[src/rtl/id_ex_stage.sv]
// ID/EX pipeline register with load-use hazard detection.
// Produces the PC/IF-ID freeze, inserts bubbles on stall/flush and counts stall cycles.
module id_ex_stage #(
    parameter int DATA_W = 16,
    parameter int REG_W  = 4,
    parameter int CNT_W  = 16
) (
    input  logic              clk,
    input  logic              rst,
    input  logic              Hold,
    input  logic              Flush,
    input  logic              IF_ID_Valid,
    input  logic [REG_W-1:0]  IF_ID_RegRs,
    input  logic [REG_W-1:0]  IF_ID_RegRt,
    input  logic [REG_W-1:0]  IF_ID_RegRd,
    input  logic              IF_ID_ReadsRs,
    input  logic              IF_ID_ReadsRt,
    input  logic              ID_RegWrite,
    input  logic              ID_MemRead,
    input  logic              ID_MemWrite,
    input  logic              ID_MemToReg,
    input  logic              ID_ALUSrc,
    input  logic              ID_Halt,
    input  logic [3:0]        ID_ALUOp,
    input  logic [DATA_W-1:0] ID_RsData,
    input  logic [DATA_W-1:0] ID_RtData,
    input  logic [DATA_W-1:0] ID_Imm,
    input  logic [DATA_W-1:0] ID_PC,
    output logic              ID_EX_Valid,
    output logic [REG_W-1:0]  ID_EX_RegRs,
    output logic [REG_W-1:0]  ID_EX_RegRt,
    output logic [REG_W-1:0]  ID_EX_RegRd,
    output logic              ID_EX_RegWrite,
    output logic              ID_EX_MemRead,
    output logic              ID_EX_MemWrite,
    output logic              ID_EX_MemToReg,
    output logic              ID_EX_ALUSrc,
    output logic              ID_EX_Halt,
    output logic [3:0]        ID_EX_ALUOp,
    output logic [DATA_W-1:0] ID_EX_RsData,
    output logic [DATA_W-1:0] ID_EX_RtData,
    output logic [DATA_W-1:0] ID_EX_Imm,
    output logic [DATA_W-1:0] ID_EX_PC,
    output logic              Stall,
    output logic [CNT_W-1:0]  StallCount
);

    typedef struct packed {
        logic              valid;
        logic [REG_W-1:0]  reg_rs;
        logic [REG_W-1:0]  reg_rt;
        logic [REG_W-1:0]  reg_rd;
        logic              reg_write;
        logic              mem_read;
        logic              mem_write;
        logic              mem_to_reg;
        logic              alu_src;
        logic              halt;
        logic [3:0]        alu_op;
        logic [DATA_W-1:0] rs_data;
        logic [DATA_W-1:0] rt_data;
        logic [DATA_W-1:0] imm;
        logic [DATA_W-1:0] pc;
    } ex_t;

    ex_t              ex_reg;
    ex_t              ex_next;
    ex_t              ex_capture;
    logic [CNT_W-1:0] cnt_reg;
    logic [CNT_W-1:0] cnt_next;

    logic [REG_W-1:0] src_id [2];
    logic [1:0]       src_reads;
    logic [1:0]       src_hit;
    logic             store_data;
    logic             load_in_ex;
    logic             load_use;
    logic             stall_int;
    logic             bubble;

    assign src_id[0]    = IF_ID_RegRs;
    assign src_id[1]    = IF_ID_RegRt;
    assign src_reads[0] = IF_ID_ReadsRs;
    assign src_reads[1] = IF_ID_ReadsRt;

    genvar gi;
    generate
        for (gi = 0; gi < 2; gi++) begin : g_src_hit
            assign src_hit[gi] = src_reads[gi] & (src_id[gi] == ex_reg.reg_rd);
        end
    endgenerate

    // Store data reaching MEM is forwarded MEM-to-MEM, so an Rt-only store dependency needs no stall.
    assign store_data = ID_MemWrite & ~src_hit[0];
    assign load_in_ex = ex_reg.valid & ex_reg.mem_read & (ex_reg.reg_rd != '0) & IF_ID_Valid;
    assign load_use   = load_in_ex & (src_hit[0] | (src_hit[1] & ~store_data));
    assign stall_int  = load_use & ~Flush & ~rst;
    assign bubble     = Flush | stall_int | ~IF_ID_Valid;

    always_comb begin
        ex_capture            = '0;
        ex_capture.valid      = 1'b1;
        ex_capture.reg_rs     = IF_ID_RegRs;
        ex_capture.reg_rt     = IF_ID_RegRt;
        ex_capture.reg_rd     = IF_ID_RegRd;
        ex_capture.reg_write  = ID_RegWrite;
        ex_capture.mem_read   = ID_MemRead;
        ex_capture.mem_write  = ID_MemWrite;
        ex_capture.mem_to_reg = ID_MemToReg;
        ex_capture.alu_src    = ID_ALUSrc;
        ex_capture.halt       = ID_Halt;
        ex_capture.alu_op     = ID_ALUOp;
        ex_capture.rs_data    = ID_RsData;
        ex_capture.rt_data    = ID_RtData;
        ex_capture.imm        = ID_Imm;
        ex_capture.pc         = ID_PC;
    end

    always_comb begin
        ex_next  = ex_reg;
        cnt_next = cnt_reg;
        if (!Hold) begin
            ex_next = bubble ? '0 : ex_capture;
            if (stall_int && (cnt_reg != '1)) begin
                cnt_next = cnt_reg + CNT_W'(1);
            end
        end
    end

    always_ff @(posedge clk) begin
        if (rst) begin
            ex_reg  <= '0;
            cnt_reg <= '0;
        end else begin
            ex_reg  <= ex_next;
            cnt_reg <= cnt_next;
        end
    end

    assign ID_EX_Valid    = ex_reg.valid;
    assign ID_EX_RegRs    = ex_reg.reg_rs;
    assign ID_EX_RegRt    = ex_reg.reg_rt;
    assign ID_EX_RegRd    = ex_reg.reg_rd;
    assign ID_EX_RegWrite = ex_reg.reg_write;
    assign ID_EX_MemRead  = ex_reg.mem_read;
    assign ID_EX_MemWrite = ex_reg.mem_write;
    assign ID_EX_MemToReg = ex_reg.mem_to_reg;
    assign ID_EX_ALUSrc   = ex_reg.alu_src;
    assign ID_EX_Halt     = ex_reg.halt;
    assign ID_EX_ALUOp    = ex_reg.alu_op;
    assign ID_EX_RsData   = ex_reg.rs_data;
    assign ID_EX_RtData   = ex_reg.rt_data;
    assign ID_EX_Imm      = ex_reg.imm;
    assign ID_EX_PC       = ex_reg.pc;
    assign Stall          = stall_int;
    assign StallCount     = cnt_reg;

endmodule

[config.mk]
export PLATFORM = sky130hd
export DESIGN_NAME = id_ex_stage
export DESIGN_NICKNAME = d
export VERILOG_FILES = /design/src/rtl/id_ex_stage.sv
export SDC_FILE = /design/constraint.sdc
export NUM_CORES = 1
export LEC_CHECK = 0
export ABC_AREA = 1
export ABC_CLOCK_PERIOD_IN_PS = 2630
export CAP_MARGIN = 20
export CORE_MARGIN = 3
export CORE_UTILIZATION = 44
export DETAILED_ROUTE_END_ITERATION = 8
export PLACE_DENSITY = 0.88
export SYNTH_ARGS = -nofsm -noshare
export SYNTH_HDL_FRONTEND = slang
export SYNTH_SLANG_ARGS = --single-unit
[constraint.sdc]
create_clock -name clk -period 2.63 [get_ports clk]
set_input_delay 0.3945 -clock clk [delete_from_list [all_inputs] [get_ports clk]]
set_output_delay 0.3945 -clock clk [all_outputs]
set_load 0.02 [all_outputs]
* Yosys cells after proc, flatten, opt, wreduce, memory -nomap -nowiden
Cells that the tools add are included.
Word-level totals: register bits 103, logic and storage cells 43, output and inout port bits 104
Cells by class: eq/ne operators 3, multiplexer cells 1, reduce and logical (&&, ||, !) cells 3, bitwise gates (word level) 19, add/subtract/negate cells 1
Operators with widths (count):
- 2-to-1 mux 87 bit | 1
- adder 16 x 1 -> 16 bit (second input constant) | 1
- inequality test 16 bit (second input constant) | 1
- AND 1 bit | 10
- == test 4 bit | 2
- inverter 1 bit | 6
- nonzero test 4 bit | 1
- OR 1 bit | 3
- AND reduction 2 bit | 1
- logical AND 1 bit | 1

* Depth between registers and ports, before layout
depth in word-level cells 13, gate-level depth with buffers 12, gate-level depth less buffers 12

* Worst setup path after synthesis
Ideal clock, no wire load.
path type register -> output, start point register ex_reg, in the netlist ID_EX_RegRd[3], end point output Stall, required time 2.236 ns, stages on the path, launching flop included 10, arrival time 1.355 ns, setup slack 0.880 ns, cells stage by stage dfxtp_1 -> inv_1 -> nand2_1 -> o21ai_0 -> nor2_1 -> nand2_1 -> nand2_2 -> nand2_4 -> buf_2 -> inv_1
On the way: longest elaborated chain between the ends 10, elaborated cells between the ends (all ways) 15, classes of those cells 2 x eq/ne; 12 x bitwise; 1 x reduce/logical
RTL lines:
- start, declared | line 66 | ex_t ex_reg;
- start signal, assigned | line 135 | ex_reg <= ex_next;
- == test 4 bit | line 89 | assign src_hit[gi] = src_reads[gi] & (src_id[gi] == ex_reg.reg_rd);
- AND 1 bit | line 89
- inverter 1 bit | line 94 | assign store_data = ID_MemWrite & ~src_hit[0];
- AND 1 bit | line 94
- inverter 1 bit | line 96 | assign load_use = load_in_ex & (src_hit[0] | (src_hit[1] & ~store_data));
- AND 1 bit | line 96
- OR 1 bit | line 96
- AND 1 bit * | line 96
- AND 1 bit * (2 in a row) | line 97 | assign stall_int = load_use & ~Flush & ~rst;
- end, declared | line 44 | output logic Stall,
Every way passes the cells marked *; elsewhere a longest branch is shown, timed or not.

* Worst setup path after layout
start point input IF_ID_RegRs[3], end point output Stall
On the way: longest elaborated chain between the ends 10
RTL lines:
- start, declared | line 13 | input logic [REG_W-1:0] IF_ID_RegRs,
- == test 4 bit * | line 89
- AND 1 bit * | line 89
- inverter 1 bit | line 94
- AND 1 bit | line 94
- inverter 1 bit | line 96
- AND 1 bit | line 96
- OR 1 bit * | line 96
- AND 1 bit * | line 96
- AND 1 bit * (2 in a row) | line 97
Marked as above.

==> impl_metrics.py <==
metrics = {
    "outcome": {
        "outcome": "completed",
    },
    "place": {
        "placed_area_um2": 6230,
        "place_congestion": 0.836,
        "dp_hpwl_mm": 9.45,
        "dp_cells": 849,
        "port_buffers": 196,
    },
    "timing": {
        "fin_crit_sh_pct": 96.1,
        "rsz0062_at_grt": "false",
        "whs_ns": 0.469,
        "relSlewSlack_pct": 49.0,
        "tightest_slew_ns": 0.765,
        "finalMaxSlewViolations": 0,
        "period_needed_ns": 2.53,
        "setup_tns_ns": 0,
        "hold_violations": 0,
        "fmax_mhz": 396,
        "setup_viol": 0,
        "clock_skew_ns": 0.0196,
    },
    "yosys": {
        "syn-num-nets": 647,
        "synth_top_cell_by_area": "dfxtp_1",
        "async_flop_share_pct": 0,
        "synth_cells": 553,
        "synth_area_um2": 4180,
        "synth.distinct_cells": 27,
        "yosys_warnings": 0,
        "ys_ff_latch": 103,
        "yosysSeqAreaShare_pct": 49.4,
        "yosysTopAreaCellShare_pct": 49.4,
        "synth.area.top_cells": "dfxtp_1 (49%), nand3_1 (12%), nand2_1 (11%)",
        "avgSynthCellArea_um2": 7.55,
        "synth_ff_type": "dfxtp_1",
        "synth_enable_flop_cells": 0,
    },
    "die": {
        "dieArea_um2": 10700,
        "num_rows": 34,
        "io_pins": 197,
        "core_area_um2": 8980,
        "die_w_um": 103,
        "die_h_um": 103,
        "start_util_pct": 46.5,
    },
    "power_and_ir_drop": {
        "p_leak_nw": 2.36,
        "power.clock.fraction_pct": 32.5,
        "combPwrFrac_pct": 13.3,
        "seqPwrFrac_pct": 54.1,
        "irDropWorstVdd_v": 0.000398,
        "switching_share_pct": 24.4,
        "p_switching_w": 0.000724,
        "powerDensity_nw_per_um2": 464,
        "p_int_w": 0.00225,
    },
    "clock_tree": {
        "ctsResizeCount": 0,
        "cts_tree": "built",
        "cts_root_buf": "clkbuf_8",
        "cts_sinks": 103,
        "htreeDepth": 3,
        "hold_buffers": 0,
        "clk_pin_slew_ns": 0.09,
        "cts_setup_buffers": 0,
        "cts_made_buffers": 9,
        "clock_latency_ns": 0.35,
        "max-clock-path-buffers": 2,
    },
    "global_routing": {
        "grt_antenna_before_repair": 0,
        "grt_overflow_total": 0,
        "grt_pass1_wl_mm": 19.9,
        "grt_pass1_vias": 4222,
        "grt_start_max_net_pins": 74,
        "gr-usage-all-layers_pct": 23.4,
    },
    "setup_path": {
        "critPathLaunch": "IF_ID_RegRs[3]",
        "r2r_start": "ID_EX_RegRd[3]",
        "r2r_cells": 9,
        "crit_fanout": 4,
        "worstSetupPathType": "in -> out",
        "cp.arrival_ns": 2.13,
        "r2r_setup_slack_ns": 0.37,
        "cp-endpoint": "Stall",
        "timing.rr.end": "ID_EX_RegRd[0]",
        "crit_path_end_kind": "primary output",
        "required_ns": 2.24,
        "start_kind": "input pin",
    },
    "detailed_routing": {
        "top_layer": "met4",
        "dr_wl_met2_mm": 6.62,
        "vias_per_cell": 5.10,
        "drt-pass1-iter-count": 4,
        "drtIter0Drc": 160,
        "met3_length_mm": 1.16,
        "drc_errors": 0,
        "vias": 4413,
        "drt_wl_total_mm": 12.9,
        "wl_per_cell_um": 14.9,
        "ant_nets": 0,
        "wirelength_met1_mm": 4.89,
    },
    "hold_path": {
        "hp-class": "reg -> reg",
    },
    "layout": {
        "drive_above_1_share_pct": 6.36,
        "design_area_um2": 6410,
        "final_cell_mix": "clkdlybuf4s50_1 (194), nand2_1 (119), dfxtp_1 (103)",
        "finalNetCount": 828,
        "stdcell_count": 865,
        "fill_cells": 699,
        "final_common_cell": "clkdlybuf4s50_1",
        "diodes": 0,
        "finish.utilization_pct": 71.5,
        "area_growth_pct": 53.5,
    },
    "flow_run": {
        "max-cap-violations": 0,
    },
}
==> synth_stat cells, types with 2 or more instances <==
| cell type | count |
|---|---|
| a21oi_1 | 77 |
| buf_2 | 8 |
| buf_4 | 6 |
| buf_6 | 2 |
| clkbuf_1 | 21 |
| dfxtp_1 | 103 |
| inv_1 | 38 |
| nand2_1 | 119 |
| nand3_1 | 97 |
| nand3_2 | 3 |
| nand4_1 | 4 |
| nor2_1 | 41 |
| nor2_4 | 2 |
| nor3_1 | 2 |
| o21ai_0 | 10 |
| o21ai_2 | 8 |
| o21bai_1 | 2 |
==> layer usage <==
layer  global-route usage, %  vias up
met2                    42.4      166
li1                        -     2175
met1                    26.2     2052
met5                       0        -
met4                    6.97        0
met3                    7.44       20
==> state kept, by name, indices dropped and copies added, names as in the netlist <==
signal	count
ID_EX_RsData	16
ID_EX_MemWrite	1
ID_EX_RegWrite	1
ID_EX_RegRt	4
ID_EX_PC	16
ID_EX_ALUSrc	1
ID_EX_RegRd	4
ID_EX_Imm	16
ID_EX_ALUOp	4
ID_EX_RtData	16
ID_EX_RegRs	4
ID_EX_Halt	1
ID_EX_Valid	1
ID_EX_MemRead	1
ID_EX_MemToReg	1
StallCount	16
==> power groups by stage <==
stage | registers, W | logic, W | clock network [W]
final | 0.00161 | 0.000397 | 0.000967
after global routing | 0.00161 | 0.000427 | 0.00105
after CTS | 0.00161 | 0.000399 | 0.000993
after detailed placement | 0.00165 | 0.000398 | 0
after global placement | 0.00164 | 0.000389 | 0
after floorplan | 0.00168 | 0.000116 | 0
==> logic make-up (layout without fill, tap and decap cells) <==
| family | count (synthesis) | count (layout) | share of synthesized area, % |
|---|---|---|---|
| AOI/OAI and AO/OA | 99 | 99 | 13.1 |
| DFF | 103 | 103 | 49.4 |
| and+or+nand+nor | 272 | 272 | 28.9 |
| xor gates and xnor gates | 2 | 2 | 0.419 |
| buffers and inverters | 76 | 262 | 7.97 |
| adders and majority gates | 1 | 1 | 0.299 |
==> critical path, cell delays in order <==
cell and delay (ns):
clkdlybuf4s50_1 0.49, inv_1 0.07, nand2_1 0.06, nand2_1 0.05, nor2_1 0.10, nand3_1 0.10
nand2_2 0.14, nand2_4 0.07, inv_1 0.05, clkdlybuf4s50_1 0.61
==> final cells by class <==
type / instances / area (um2) / area share, %
Multi-Input combinational cell: 374 / 1790 / 27.9
Sequential cell: 103 / 2060 / 32.1
Tap cell: 126 / 158 / 2.46
Inverter: 39 / 146 / 2.28
Timing Repair Buffer: 207 / 2070 / 32.3
Clock inverter: 5 / 56.3 / 0.878
Clock buffer: 11 / 131 / 2.05
==> per-stage QoR <==
step                total power (W)  setup WS, ns
detailed placement          0.00204        0.0917
global route                0.00309        0.0192
global placement            0.00203         0.115
floorplan                   0.00180         0.880
CTS                         0.00300         0.117
finish                      0.00297         0.103
==> worst min path at each step <==
stage,startpoint,end,cells past startpoint
final,ID_EX_RsData[2],ID_EX_RsData[2],2
after global routing,ID_EX_Imm[0],ID_EX_Imm[0],2
after CTS,ID_EX_RsData[2],ID_EX_RsData[2],2
after detailed placement,ID_EX_PC[11],ID_EX_PC[11],2
after global placement,ID_EX_RtData[7],ID_EX_RtData[7],2
after floorplan,ID_ALUOp[3],ID_EX_ALUOp[3],2
(Power assumes the default switching activity.)
